`src/rtl/adc_wfcap_pkg.sv`:
```
// Shared state encoding, packet tags and field widths for the adc_wfcap capture block.
package adc_wfcap_pkg;

  typedef enum logic [2:0] {IDLE, HDR, DATA, SUM, TRL} state_t;

  localparam logic [1:0] TAG_HDR  = 2'b10;
  localparam logic [1:0] TAG_TRL  = 2'b11;
  localparam int         TRTIME_W = 3;
  localparam int         TS_W     = 11;
  localparam int         COUNT_W  = 12;
  localparam int         SAMPLE_W = 12;
  localparam int         WORD_W   = 16;

  function automatic logic [WORD_W-1:0] hdr_word(input logic [TRTIME_W-1:0] trtime,
                                                 input logic [TS_W-1:0]     ts);
    return {TAG_HDR, trtime, ts};
  endfunction

  function automatic logic [WORD_W-1:0] trl_word(input logic               ovf,
                                                 input logic [COUNT_W-1:0] count);
    return {TAG_TRL, ovf, 1'b0, count};
  endfunction

endpackage

```
`src/rtl/adc_wfcap_ring.sv`:
```
// Sample ring: simple dual-port RAM, one write port and a registered read port (1-cycle latency).
module adc_wfcap_ring #(
  parameter int AW = 8,
  parameter int DW = 12
) (
  input  logic          CLK,
  input  logic          we,
  input  logic [AW-1:0] waddr,
  input  logic [DW-1:0] wdata,
  input  logic          re,
  input  logic [AW-1:0] raddr,
  output logic [DW-1:0] rdata
);

  logic [DW-1:0] mem [0:(1<<AW)-1];

  // No reset on purpose so the array maps onto block RAM.
  always_ff @(posedge CLK) begin
    if (we) mem[waddr] <= wdata;
    if (re) rdata <= mem[raddr];
  end

endmodule

```
`src/rtl/adc_wfcap.sv`:
```
// adc_wfcap: trigger-driven waveform capture for one ADC channel, framed onto a valid/ready stream.
// Define ADC_WFCAP_SUM_EN to insert a 16-bit sample-sum word between the data and the trailer.
module adc_wfcap
  import adc_wfcap_pkg::*;
#(
  parameter int AW  = 8,
  parameter int PRE = 32
) (
  input  logic          CLK,
  input  logic          RST_N,
  input  logic [11:0]   DIN,
  input  logic          TRIG,
  input  logic [2:0]    TRTIME,
  input  logic          ENB,
  input  logic [7:0]    WINLEN,
  output logic [15:0]   DOUT,
  output logic          DVALID,
  input  logic          DREADY,
  output logic          DLAST,
  output logic          BUSY,
  output logic [7:0]    LOST
);

  localparam int            DEPTH   = 1 << AW;
  localparam logic [AW-1:0] PRE_A   = AW'(PRE);
  localparam logic [AW-1:0] OVR_LIM = AW'(DEPTH - 2);

  state_t                state;
  logic [AW-1:0]         waddr, raddr, backlog;
  logic [TS_W-1:0]       ts, ts_lat;
  logic [TRTIME_W-1:0]   trtime_lat;
  logic [7:0]            winlen_lat;
  logic [COUNT_W-1:0]    count;
  logic                  ovf, inflight, word_pushed;
  logic [SAMPLE_W-1:0]   ram_q;
  logic [WORD_W-1:0]     skid_data, push_word;
  logic                  skid_valid, skid_last;
  logic                  pop, accept, overrun, room, rd_en, push_en, push_last, data_done;
  logic [2:0]            load;
  state_t                after_data;
`ifdef ADC_WFCAP_SUM_EN
  logic [WORD_W-1:0]     sum;
`endif

  adc_wfcap_ring #(.AW(AW), .DW(SAMPLE_W)) u_ring (
    .CLK   (CLK),
    .we    (1'b1),
    .waddr (waddr),
    .wdata (DIN),
    .re    (rd_en),
    .raddr (raddr),
    .rdata (ram_q)
  );

  // Credit check: words buffered plus a read in flight must leave a slot for one more push.
  assign pop       = DVALID & DREADY;
  assign accept    = TRIG & ENB & (state == IDLE);
  assign load      = {2'b0, DVALID} + {2'b0, skid_valid} + {2'b0, inflight} - {2'b0, pop};
  assign room      = (load <= 3'd1);
  assign backlog   = waddr - raddr;
  assign overrun   = (backlog >= OVR_LIM);
  assign data_done = (count == COUNT_W'(winlen_lat));
  assign rd_en     = (state == DATA) && !data_done && !overrun && (raddr != waddr) && room;
  assign BUSY      = (state != IDLE);
`ifdef ADC_WFCAP_SUM_EN
  assign after_data = SUM;
`else
  assign after_data = TRL;
`endif

  // Returning RAM data always wins; framing words go in only once all reads have drained.
  always_comb begin
    push_en   = 1'b0;
    push_word = '0;
    push_last = 1'b0;
    if (inflight) begin
      push_en   = 1'b1;
      push_word = {4'b0000, ram_q};
    end else if (!word_pushed && room) begin
      case (state)
        HDR: begin
          push_en   = 1'b1;
          push_word = hdr_word(trtime_lat, ts_lat);
        end
`ifdef ADC_WFCAP_SUM_EN
        SUM: begin
          push_en   = 1'b1;
          push_word = sum;
        end
`endif
        TRL: begin
          push_en   = 1'b1;
          push_word = trl_word(ovf, count);
          push_last = 1'b1;
        end
        default: push_en = 1'b0;
      endcase
    end
  end

  always_ff @(posedge CLK or negedge RST_N) begin
    if (!RST_N) begin
      state       <= IDLE;
      waddr       <= '0;
      raddr       <= '0;
      ts          <= '0;
      ts_lat      <= '0;
      trtime_lat  <= '0;
      winlen_lat  <= '0;
      count       <= '0;
      ovf         <= 1'b0;
      inflight    <= 1'b0;
      word_pushed <= 1'b0;
      LOST        <= '0;
`ifdef ADC_WFCAP_SUM_EN
      sum         <= '0;
`endif
    end else begin
      waddr    <= waddr + 1'b1;
      ts       <= ts + 1'b1;
      inflight <= rd_en;
      if (rd_en) begin
        raddr <= raddr + 1'b1;
        if (count != '1) count <= count + 1'b1;
      end
`ifdef ADC_WFCAP_SUM_EN
      if (inflight) sum <= sum + WORD_W'(ram_q);
`endif
      if (TRIG && ENB && (state != IDLE) && (LOST != 8'hFF)) LOST <= LOST + 8'd1;
      if (push_en && !inflight) word_pushed <= 1'b1;

      case (state)
        IDLE: if (accept) begin
          raddr       <= waddr - PRE_A;
          trtime_lat  <= TRTIME;
          ts_lat      <= ts;
          winlen_lat  <= WINLEN;
          count       <= '0;
          ovf         <= 1'b0;
          word_pushed <= 1'b0;
`ifdef ADC_WFCAP_SUM_EN
          sum         <= '0;
`endif
          state       <= HDR;
        end
        // The buffer holds only the header here, so any pop is the header leaving.
        HDR: if (word_pushed && pop) begin
          word_pushed <= 1'b0;
          state       <= (winlen_lat == 8'd0) ? TRL : DATA;
        end
        DATA: if (data_done) begin
          state <= after_data;
        end else if (overrun) begin
          ovf   <= 1'b1;
          state <= after_data;
        end
`ifdef ADC_WFCAP_SUM_EN
        SUM: if (push_en && !inflight) begin
          word_pushed <= 1'b0;
          state       <= TRL;
        end
`endif
        TRL: if (word_pushed && pop && DLAST) begin
          word_pushed <= 1'b0;
          state       <= IDLE;
        end
        default: state <= IDLE;
      endcase
    end
  end

  // Output register plus one-entry skid; DOUT/DLAST only move when the head word is taken.
  always_ff @(posedge CLK or negedge RST_N) begin
    if (!RST_N) begin
      DOUT       <= '0;
      DVALID     <= 1'b0;
      DLAST      <= 1'b0;
      skid_data  <= '0;
      skid_last  <= 1'b0;
      skid_valid <= 1'b0;
    end else if (pop || !DVALID) begin
      if (skid_valid) begin
        DOUT       <= skid_data;
        DLAST      <= skid_last;
        DVALID     <= 1'b1;
        skid_valid <= push_en;
        if (push_en) begin
          skid_data <= push_word;
          skid_last <= push_last;
        end
      end else begin
        DVALID <= push_en;
        if (push_en) begin
          DOUT  <= push_word;
          DLAST <= push_last;
        end
      end
    end else if (push_en) begin
      skid_valid <= 1'b1;
      skid_data  <= push_word;
      skid_last  <= push_last;
    end
  end

endmodule

```
`config.mk`:
```
export PLATFORM = sky130hd
export DESIGN_NAME = adc_wfcap
export DESIGN_NICKNAME = d
export VERILOG_FILES = /design/src/rtl/adc_wfcap_pkg.sv /design/src/rtl/adc_wfcap_ring.sv /design/src/rtl/adc_wfcap.sv
export SDC_FILE = /design/constraint.sdc
export NUM_CORES = 2
export LEC_CHECK = 0
export CAP_MARGIN = 20
export CORE_UTILIZATION = 46
export CTS_BUF_LIST = sky130_fd_sc_hd__clkbuf_4 sky130_fd_sc_hd__clkbuf_8
export CTS_CLUSTER_SIZE = 24
export DETAILED_ROUTE_END_ITERATION = 7
export HOLD_SLACK_MARGIN = 0.03
export REMOVE_ABC_BUFFERS = 1
export SYNTH_ARGS = -nofsm -noshare
export SYNTH_HDL_FRONTEND = slang
export SYNTH_SLANG_ARGS = --single-unit
```
`constraint.sdc`:
```
create_clock -name CLK -period 4.25 [get_ports CLK]
set_input_delay 0.85 -clock CLK [delete_from_list [all_inputs] [get_ports CLK]]
set_output_delay 0.85 -clock CLK [all_outputs]
set_load 0.005 [all_outputs]
```
==> qor.log <==
[clock_network] CTS buffer count 530
[pwr] peak supply drop 484 uV
[clock_network] clk sink count 3195
[timing] measured slew at the worst slew-check pin 1.26 ns
[cells_and_area] Cell Count, Final, Fillers Out 10877
[yosys] area share of and/or/nand/nor cells after synthesis 2.73%
[detailed_routing] Wirelength per Cell 34.0 um
[yosys] dominant combinational cell family by area after synthesis multiplexers
[cells_and_area] most frequent cells in the layout sky130_fd_sc_hd__edfxtp_1, sky130_fd_sc_hd__mux4_2, sky130_fd_sc_hd__clkbuf_8
[die] IO Count 55
[pwr] total leakage power 46.7 nW
[yosys] number of enable flip-flop cells after synthesis 3084
[place] Detail Placement HPWL 230000 um
[clock_network] clock-pin transition on the worst setup and hold timing paths 0.06 ns
[worst_setup_path] register-to-register setup slack 0.11 ns
[die] Core Box Area 269000 um2
[die] Initial Util 46.4%
[clock_network] H-tree level count 6
[clock_network] number of post-CTS setup repair buffers 0
[worst_setup_path] depth of the worst register-to-register path 10
[die] die area 273000 um2
[timing] hold slack 0.175 ns
[timing] highest clock frequency the design can meet 242 MHz
[worst_setup_path] buffers and inverters on the worst path 3
[worst_setup_path] reg2reg start raddr[0]
[yosys] fraction of the mapped netlist area in adder cells 0.225%
[worst_setup_path] required arrival time at the worst endpoint 5.03 ns
[job] max-cap violations 0
[detailed_routing] number of design rule violations left after detail routing 0
[worst_setup_path] ordered cell list for the critical path buf_12 > buf_12 > buf_4 > nor2b_1 > a2111oi_0 > nor4b_1 > a2111oi_0 > a21oi_1 > o22ai_1 > mux2i_1
[clock_network] clk root buf sky130_fd_sc_hd__clkbuf_8
[global_routing] maximum number of pins on one net before global-route repair 139
[global_routing] vias in the first global route 66949
[yosys] post-synthesis cell count 6108
[yosys] sequential element share of the synthesized area 76.5%
[worst_setup_path] nature of the critical path endpoint flip-flop
[detailed_routing] Iter 0 DRT Violations 9566
[worst_setup_path] biggest cell delay along the critical path 0.77 ns
[timing] Setup TNS Final 0 ns
[place] number of buffers added on ports 54
[yosys] number of distinct standard cells referenced by the synthesized netlist 85
[cells_and_area] area growth from synthesis to layout 14.7%
[place] GP Congestion 0.890
[die] Die Height 523 um
[cells_and_area] NumNets Final 6978
[worst_setup_path] CP top delay family compound AO/OA/AOI/OAI gates
[worst_setup_path] Critical R2R Capture u_ring.rdata[4]
[detailed_routing] post-detailed-route count of antenna-violating nets 0
[timing] final critical-path required period 4.14 ns
[pwr] PwrDens 628 nW/um2
[yosys] portion of netlist area occupied by mux cells 14.4%
[die] Std-Cell Rows 190
[yosys] Most used DFF post-synth sky130_fd_sc_hd__edfxtp_1
[global_routing] global-route wire length before repair 517000 um
[yosys] xor and xnor fraction of the mapped netlist area 0.274%
[die] Die Width 523 um
[worst_setup_path] peak fanout along the critical path 13
[clock_network] CTS tree built
[worst_setup_path] kind of critical path reg2reg
[timing] RSZ-0062 raised after global routing no
[detailed_routing] Avg Vias per Cell 6.22
[detailed_routing] wirelength, routed 370000 um
[run_status] outcome finished, final reports clean
[clock_network] maximum clock path buffer count 4
[clock_network] post-cts repair resize count 0
[worst_setup_path] Crit path arrival time 4.91 ns
[timing] Slew Limit Fails 0
[yosys] Compound-Gate Fraction of Synth Area 3.95%
[detailed_routing] Initial DRT Pass Iterations 8
[cells_and_area] most common cell after layout, fill and taps aside sky130_fd_sc_hd__edfxtp_1
[timing] Max-Slew Margin vs Limit 16.2%
[yosys] syn avg cell area 20.4 um2
[timing] final critical-path share of the clock period 97.4%
[timing] final-report setup violation count 0
[yosys] yosys warns 0
[yosys] Yosys reg bits 3195
[worst_setup_path] startpoint kind of the worst setup timing path flip-flop
[global_routing] Remaining Overflow, GRT 0
[worst_hold_path] Worst Hold Class in2async
[yosys] cell area after technology mapping 125000 um2
[cells_and_area] ratio of cells with drive above 1 in the final layout 29.4%
[cells_and_area] fin area 143000 um2
[place] number of instances in the placed design 9946
[worst_setup_path] worst-path cell with the longest stage delay sky130_fd_sc_hd__dfrtp_4
[clock_network] latest clock arrival within the worst-skew pair 1.05 ns
[yosys] async set-or-reset flop fraction in the synthesized netlist 3.47%
[detailed_routing] overall via count from detail_route 67689
[global_routing] Total GRT Usage 27.1%
[global_routing] number of antenna violations at the first check in global routing 19
[timing] Hold Violations, Final 0
[timing] post-route clock skew 0.0575 ns
[place] Post-Place Cell Area 133000 um2
[timing repair]
action | 4_1_cts | 5_1_grt
endpoints found under the setup margin | 0 | 0
hold endpoints to repair | 111 | 0
hold buffers | 1 | 0
[routing by layer]
layer  global-route usage, %  routed length, um  vias to the layer above
met4                    12.3              17200                        6
met5                       0                 34                        -
li1                        -                  -                    27081
met1                    37.9             146000                    35838
met2                    41.3             171000                     4053
met3                    5.27              36000                      711
[flip-flops by register name, summed over array words and instances, names as in the netlist]
| name | count |
|---|---|
| DLAST | 1 |
| DOUT | 16 |
| DVALID | 1 |
| LOST | 8 |
| count | 12 |
| inflight | 1 |
| ovf | 1 |
| raddr | 8 |
| skid_data | 16 |
| skid_last | 1 |
| skid_valid | 1 |
| state | 3 |
| trtime_lat | 3 |
| ts | 11 |
| ts_lat | 11 |
| u_ring.mem | 3072 |
| u_ring.rdata | 12 |
| waddr | 8 |
| winlen_lat | 8 |
| word_pushed | 1 |
[cell type report]
cell class	count	area, um2
sequential	3195	95400
timing repair buffer	659	5920
tap	3552	4440
inverter	24	92.6
antenna	10	25.0
multi-input combinational	2519	27000
clock inverter	203	1340
fill	20964	126000
clock buffer	715	8820
[kinds of logic (layout without fill, tap and decap cells)]
logic type	Yosys count	in the layout
AO/OA/AOI/OAI	700	700
XOR/XNOR	39	39
adder cells (fa/ha/maj)	22	22
buffers and inverters	394	1601
flip-flops	3195	3195
multiplexers	982	982
other	0	10
AND/OR/NAND/NOR	776	776
[stage by stage]
| step | utilization [%] | setup WS [ns] | power, mW |
|---|---|---|---|
| detailed placement | 49.4 | 0.182 | 63.7 |
| global placement | 49.4 | 0.0155 | 63.5 |
| floorplan | - | -30.45 | 46.2 |
| CTS | 53.2 | 0.210 | 89.9 |
| finish | 53.2 | 0.112 | 89.8 |
| global route | 53.2 | 0.0669 | 92.2 |
[cells in the mapped netlist (54+ instances only)]
cell,n,area (um2)
sky130_fd_sc_hd__clkbuf_1,146,548
sky130_fd_sc_hd__edfxtp_1,3084,92600
sky130_fd_sc_hd__mux2i_1,315,3150
sky130_fd_sc_hd__a221oi_1,54,473
sky130_fd_sc_hd__dfrtp_1,111,2780
sky130_fd_sc_hd__mux4_2,642,14500
sky130_fd_sc_hd__a21oi_1,128,641
sky130_fd_sc_hd__buf_2,79,395
sky130_fd_sc_hd__o22ai_1,59,369
sky130_fd_sc_hd__nor2_1,324,1220
sky130_fd_sc_hd__buf_4,68,510
sky130_fd_sc_hd__nand2_1,249,935
sky130_fd_sc_hd__a22oi_1,145,1090
[power by group]
part | internal (mW) | switching [mW] | total [mW]
Sequential | 34.9 | 0.718 | 35.7
Combinational | 10.7 | 17.0 | 27.7
Clock | 14.1 | 12.3 | 26.4
Total | 59.7 | 30.1 | 89.8
[worst max-delay path by stage]
| stage | end | cells after the start | from | slack, ns |
|---|---|---|---|---|
| final | u_ring.rdata[4] | 10 | raddr[0] | 0.11 |
| after global routing | u_ring.rdata[4] | 10 | raddr[0] | 0.07 |
| after CTS | u_ring.rdata[4] | 10 | raddr[0] | 0.21 |
| after detailed placement | DOUT[8] | 12 | DREADY | 0.18 |
| after global placement | u_ring.rdata[4] | 8 | raddr[2] | 0.02 |
| after floorplan | u_ring.rdata[7] | 6 | raddr[0] | -30.45 |
No activity file was read; power rests on OpenSTA's default activity.
